File: src/rtl/serial_rx_fsm.sv
`timescale 1ns/1ps
// serial_rx_fsm: receiver for frames made of a start bit (0), DATA_W data bits
// sent LSB first, and a stop bit (1). Each bit is sampled in the middle of its
// period. The period is T = SPB*(dvsr+1) clocks.
//
// Ports:
//   clk_i    system clock, rising edge
//   rst_i    asynchronous reset, active low
//   data_i   serial line, idle high
//   dvsr_i   baud divisor, captured when a start edge is detected
//   data_o   last word received with a good stop bit
//   valid_o  one-cycle pulse when data_o is updated
//   err_o    one-cycle pulse when the stop bit is sampled low
//   busy_o   high while a frame is being received
module serial_rx_fsm #(
    parameter int unsigned DATA_W = 9,
    parameter int unsigned DVSR_W = 3,
    parameter int unsigned SPB    = 4
) (
    input  logic              clk_i,
    input  logic              rst_i,
    input  logic              data_i,
    input  logic [DVSR_W-1:0] dvsr_i,
    output logic [DATA_W-1:0] data_o,
    output logic              valid_o,
    output logic              err_o,
    output logic              busy_o
);

    // The counter must reach T_max-1 for the largest divisor.
    localparam int unsigned T_MAX = SPB * (2 ** DVSR_W);
    localparam int unsigned CNT_W = $clog2(T_MAX);
    localparam int unsigned IDX_W = $clog2(DATA_W);

    typedef enum logic [1:0] {StIdle, StStart, StData, StStop} state_e;

    state_e              state;
    logic [CNT_W-1:0]    cnt;
    logic [IDX_W-1:0]    bit_idx;
    logic [DVSR_W-1:0]   dvsr_q;
    logic [DATA_W-1:0]   shreg;

    logic                sync_meta;
    logic                sync_s;
    logic                prev_s;
    logic                fall;

    logic [CNT_W-1:0]    t_full_m1;
    logic [CNT_W-1:0]    t_half_m1;

    // Two-flop synchronizer plus a delayed copy used for edge detection.
    // The flops reset high so that leaving reset never looks like a start edge.
    always_ff @(posedge clk_i or negedge rst_i) begin
        if (!rst_i) begin
            sync_meta <= 1'b1;
            sync_s    <= 1'b1;
            prev_s    <= 1'b1;
        end else begin
            sync_meta <= data_i;
            sync_s    <= sync_meta;
            prev_s    <= sync_s;
        end
    end

    assign fall = prev_s & ~sync_s;

    // Terminal counts for a full period and for half a period.
    // The divisor is taken from dvsr_q, which is held for the whole frame.
    always_comb begin
        t_full_m1 = CNT_W'(SPB * (32'(dvsr_q) + 32'd1) - 32'd1);
        t_half_m1 = CNT_W'((SPB / 2) * (32'(dvsr_q) + 32'd1) - 32'd1);
    end

    always_ff @(posedge clk_i or negedge rst_i) begin
        if (!rst_i) begin
            state   <= StIdle;
            cnt     <= '0;
            bit_idx <= '0;
            dvsr_q  <= '0;
            shreg   <= '0;
            data_o  <= '0;
            valid_o <= 1'b0;
            err_o   <= 1'b0;
            busy_o  <= 1'b0;
        end else begin
            valid_o <= 1'b0;
            err_o   <= 1'b0;
            unique case (state)
                StIdle: begin
                    // A start needs a high-to-low transition. A line that stays
                    // low does not start a new frame.
                    if (fall) begin
                        state  <= StStart;
                        cnt    <= '0;
                        dvsr_q <= dvsr_i;
                        busy_o <= 1'b1;
                    end
                end

                StStart: begin
                    if (cnt == t_half_m1) begin
                        cnt <= '0;
                        if (!sync_s) begin
                            state   <= StData;
                            bit_idx <= '0;
                        end else begin
                            // The line went high again before mid-bit, so treat
                            // it as a glitch and report nothing.
                            state  <= StIdle;
                            busy_o <= 1'b0;
                        end
                    end else begin
                        cnt <= cnt + CNT_W'(1);
                    end
                end

                StData: begin
                    if (cnt == t_full_m1) begin
                        cnt   <= '0;
                        // Bits arrive LSB first, so shift them in from the top.
                        shreg <= {sync_s, shreg[DATA_W-1:1]};
                        if (bit_idx == IDX_W'(DATA_W - 1)) begin
                            state <= StStop;
                        end else begin
                            bit_idx <= bit_idx + IDX_W'(1);
                        end
                    end else begin
                        cnt <= cnt + CNT_W'(1);
                    end
                end

                StStop: begin
                    if (cnt == t_full_m1) begin
                        cnt    <= '0;
                        state  <= StIdle;
                        busy_o <= 1'b0;
                        if (sync_s) begin
                            data_o  <= shreg;
                            valid_o <= 1'b1;
                        end else begin
                            err_o <= 1'b1;
                        end
                    end else begin
                        cnt <= cnt + CNT_W'(1);
                    end
                end

                default: begin
                    state  <= StIdle;
                    busy_o <= 1'b0;
                end
            endcase
        end
    end

endmodule

File: config.mk
export PLATFORM = sky130hd
export DESIGN_NAME = serial_rx_fsm
export DESIGN_NICKNAME = d
export VERILOG_FILES = /design/src/rtl/serial_rx_fsm.sv
export SDC_FILE = /design/constraint.sdc
export NUM_CORES = 1
export LEC_CHECK = 0
export CAP_MARGIN = 20
export CORE_MARGIN = 2
export CORE_UTILIZATION = 35
export CTS_CLUSTER_SIZE = 30
export DETAILED_ROUTE_END_ITERATION = 12
export SKIP_CTS_REPAIR_TIMING = 1
export SYNTH_ARGS = -nofsm -noshare
export SYNTH_HDL_FRONTEND = slang
export SYNTH_SLANG_ARGS = --single-unit
File: constraint.sdc
create_clock -name clk_i -period 2.77 [get_ports clk_i]
set_input_delay 0.4155 -clock clk_i [delete_from_list [all_inputs] [get_ports clk_i]]
set_output_delay 0.4155 -clock clk_i [all_outputs]
set_load 0.01 [all_outputs]
==> summary.md <==
| Metric | Value |
|---|---|
| Die ar. | 6390 µm² |
| Pin count of the biggest net entering global routing | 39 |
| Pwr/cell area | 919 nW/µm² |
| # H-tree levels | 2 |
| Synth Area in Compound Gates | 0.0979 |
| Routed Antenna Nets | 0 |
| Largest family of logic cells by synthesized area | simple AND/OR/NAND/NOR gates |
| Critical Path RT | 2950 ps |
| Worst setup path category | reg2reg |
| Die W | 80.0 µm |
| CTS Buffer Depth | 2 |
| Maximum VDD drop | 0.000401 V |
| Worst rel slew slack | 0.448 |
| Synth cell count leaders | dfrtp_1 (35), nand2_1 (17), mux2_1 (10) |
| Initial Util | 0.364 |
| Seq cells post-synth | 38 |
| CP endpoint kind | register |
| Flop pwr share | 0.385 |
| Netlist cell types | 50 |
| Gate power share | 0.430 |
| GRT overflow | 0 |
| Crit path max-delay family | multiplexers |
| RSZ-0062 raised after global routing | false |
| Number of synthesized flops with an enable pin | 0 |
| Ys async rst share | 1.00 |
| Dpl cell area | 2270 µm² |
| Placed Cells | 255 |
| CP cell instances | ha_1 -> xnor2_1 -> mux2i_4 -> nand3_4 -> nor2_8 -> mux2_4 |
| Switch share | 0.405 |
| Met2 global-route usage | 0.193 |
| Multiplexer share of the synthesized area | 0.160 |
| Dpl hpwl | 2510 µm |
| Final WS setup | 246 ps |
| CTS tree | yes |
| Main flop type after synthesis | dfrtp_1 |
| Post-route insts no fill | 263 |
| Design Area, Final | 2370 µm² |
| Slew Viols, Final | 0 |
| Share of post-route cells with drive strength above 1 | 0.183 |
| Routed Wire Length | 3700 µm |
| Adder-cell area share of the yosys netlist | 0.0310 |
| Total Routing Usage GR | 0.139 |
| Fmax | 0.396 GHz |
| M3 GR Usage | 0.0373 |
| CTS clock-pin slew for the worst setup and hold paths | 80 ps |
| Min-Delay Path Class | in2async |
| Critical Path AT | 2710 ps |
| Die H | 80.0 µm |
| Clk root buf | clkbuf_8 |
| IO Count | 18 |
| Wire per inst | 14.1 µm |
| Mean Syn Cell Area | 11.9 µm² |
| First-pass DRT Iterations | 4 |
| CTS Buf Count | 5 |
| Synth Area in Simple Gates | 0.164 |
| Clock group share of total power | 0.185 |
| DRT iter0 DRCs | 49 |
| Fin crit share | 0.911 |
| Synthesized Nets | 180 |
| Synth area leader | dfrtp_1 |
| Fillcell total | 533 |
| Leakage power | 1.02 nW |
| Yosys top cell area share | 0.434 |
| Worst-path fanout max | 10 |
| XOR/XNOR Fraction of Synth Area | 0.0520 |
| Met1 usage | 0.205 |
| Pint | 1.29 mW |
| GPL Wtd Cong | 0.818 |
| IO buf count | 17 |
| Crit-path max cell delay | 460 ps |
| Hold Violations, Final | 0 |
| Synth Instances | 169 |
| Mapped Area | 2020 µm² |
| Via count | 1358 |
| Synth warnings | 0 |
| Core area | 5540 µm² |
| Vias in the first global route | 1378 |
| # clock sinks | 38 |
| Post-synthesis sequential area ratio | 0.473 |
| First-pass GRT wire length | 6910 µm |
| Initial antenna violation count | 0 |
| Fin crit period | 2520 ps |
| ANT cells | 0 |
| Nets | 201 |
| Pre-CTS WS | 231 ps |
| CP Buf/Inv Count | 0 |
| Area contributors post-synth | dfrtp_1 (43%), mux2_4 (6.7%), mux2_1 (5.6%) |
| Final setup vio count | 0 |
| Busiest grt layer | met1 |
| Critical path startpoint category | register |
| Row count | 27 |
| Setup_tns | 0 ps |
| Slew @ Worst Pin | 829 ps |
| DRC | 0 |
| Most numerous cell in the Yosys netlist | dfrtp_1 |
| Sw power | 0.881 mW |
| Skew final | 7.68 ps |
| Layout area overhead | 17.2% |
| Outcome | finished, final reports clean |
| Worst-Skew Late Latency | 290 ps |
| Worst path slowest cell | dfrtp_1 |
| Max cap viols | 0 |
| Drt via density | 5.16 |
## layer usage
metal | routed length [µm] | part of all wire
met2 | 1690 | 0.46
met5 | 0 | 0
met3 | 139 | 0.038
met4 | 55 | 0.015
met1 | 1820 | 0.49
## power groups by stage
stage,Combinational [mW],Sequential [mW],Clock (mW)
global route,1.07,0.869,0.441
global placement,0.927,0.848,0
floorplan,0.797,0.767,0
CTS,0.938,0.839,0.414
detailed placement,0.927,0.850,0
finish,0.935,0.838,0.403
## sequential cells by signal, indices dropped and copies added (netlist names), named ones only
signal and flops:
busy_o 1, dvsr_q 3, valid_o 1, prev_s 1, state 1, bit_idx 4
shreg 9, data_o 9, cnt 5, err_o 1, sync_meta 1, sync_s 1
## final timing paths
kind | end | startpoint | cells after the start | slack, ps
min | bit_idx[1]$_DFFE_PN0P_ | rst_i | 1 | 220
min reg2reg | sync_s$_DFF_PN1_ | sync_meta$_DFF_PN1_ | 0 | 360
max in group asynchronous | dvsr_q[0]$_DFFE_PN0P_ | rst_i | 1 | 2030
min in group clk_i | sync_s$_DFF_PN1_ | sync_meta$_DFF_PN1_ | 0 | 360
max reg2reg | data_o[7]$_DFFE_PN0P_ | dvsr_q[0]$_DFFE_PN0P_ | 6 | 250
max | data_o[7]$_DFFE_PN0P_ | dvsr_q[0]$_DFFE_PN0P_ | 6 | 250
## cell families (layout without fill, tap and decap cells)
| logic type | count (synthesis) | after routing |
|---|---|---|
| XOR/XNOR | 9 | 9 |
| adder cells (fa/ha/maj) | 5 | 5 |
| multiplexers | 25 | 25 |
| buffers and inverters | 11 | 33 |
| AND/OR/NAND/NOR | 52 | 52 |
| flip-flops | 38 | 38 |
| AO/OA/AOI/OAI | 29 | 29 |
## stage by stage
| stage | total power, mW | hold slack (ps) | utilization |
|---|---|---|---|
| floorplan | 1.56 | 120 | - |
| global placement | 1.78 | 345 | 0.410 |
| detailed placement | 1.78 | 347 | 0.410 |
| CTS | 2.19 | 253 | 0.427 |
| global route | 2.38 | 290 | 0.427 |
| finish | 2.18 | 216 | 0.427 |
## area by class of cell
| cell class | count | area (µm²) | share of cell area |
|---|---|---|---|
| timing repair buffer | 20 | 188 | 0.0793 |
| inverter | 5 | 18.8 | 0.00793 |
| clock buffer | 6 | 82.6 | 0.0349 |
| multi-input combinational | 120 | 1020 | 0.431 |
| sequential | 38 | 955 | 0.403 |
| tap | 72 | 90.1 | 0.0381 |
| clock inverter | 2 | 12.5 | 0.00529 |
## cell usage in the layout, fill, tap and decap left out, types with 2 or more instances in the layout
cell | synthesis | routed
dfstp_2 | 3 | 3
mux2_2 | 3 | 3
o22ai_1 | 2 | 2
clkbuf_8 | 0 | 6
a211o_1 | 2 | 2
nor3_1 | 3 | 3
o211ai_1 | 2 | 2
nor4_1 | 2 | 2
a32oi_1 | 3 | 3
xnor2_1 | 5 | 5
nand3_1 | 6 | 6
dfrtp_1 | 35 | 35
or3b_1 | 2 | 2
mux2i_1 | 2 | 2
nand2_1 | 17 | 17
mux2_1 | 10 | 10
buf_4 | 0 | 3
ha_1 | 5 | 5
o21ai_1 | 7 | 7
xor2_1 | 2 | 2
mux2_4 | 9 | 9
nor2_1 | 2 | 2
clkdlybuf4s50_1 | 0 | 16
a21oi_1 | 2 | 2
a31oi_1 | 3 | 3
nor2b_1 | 3 | 3
inv_1 | 5 | 5
and3_1 | 2 | 2
o21ai_0 | 2 | 2
nand2b_1 | 3 | 3
No activity file was read; power rests on OpenSTA's default activity.
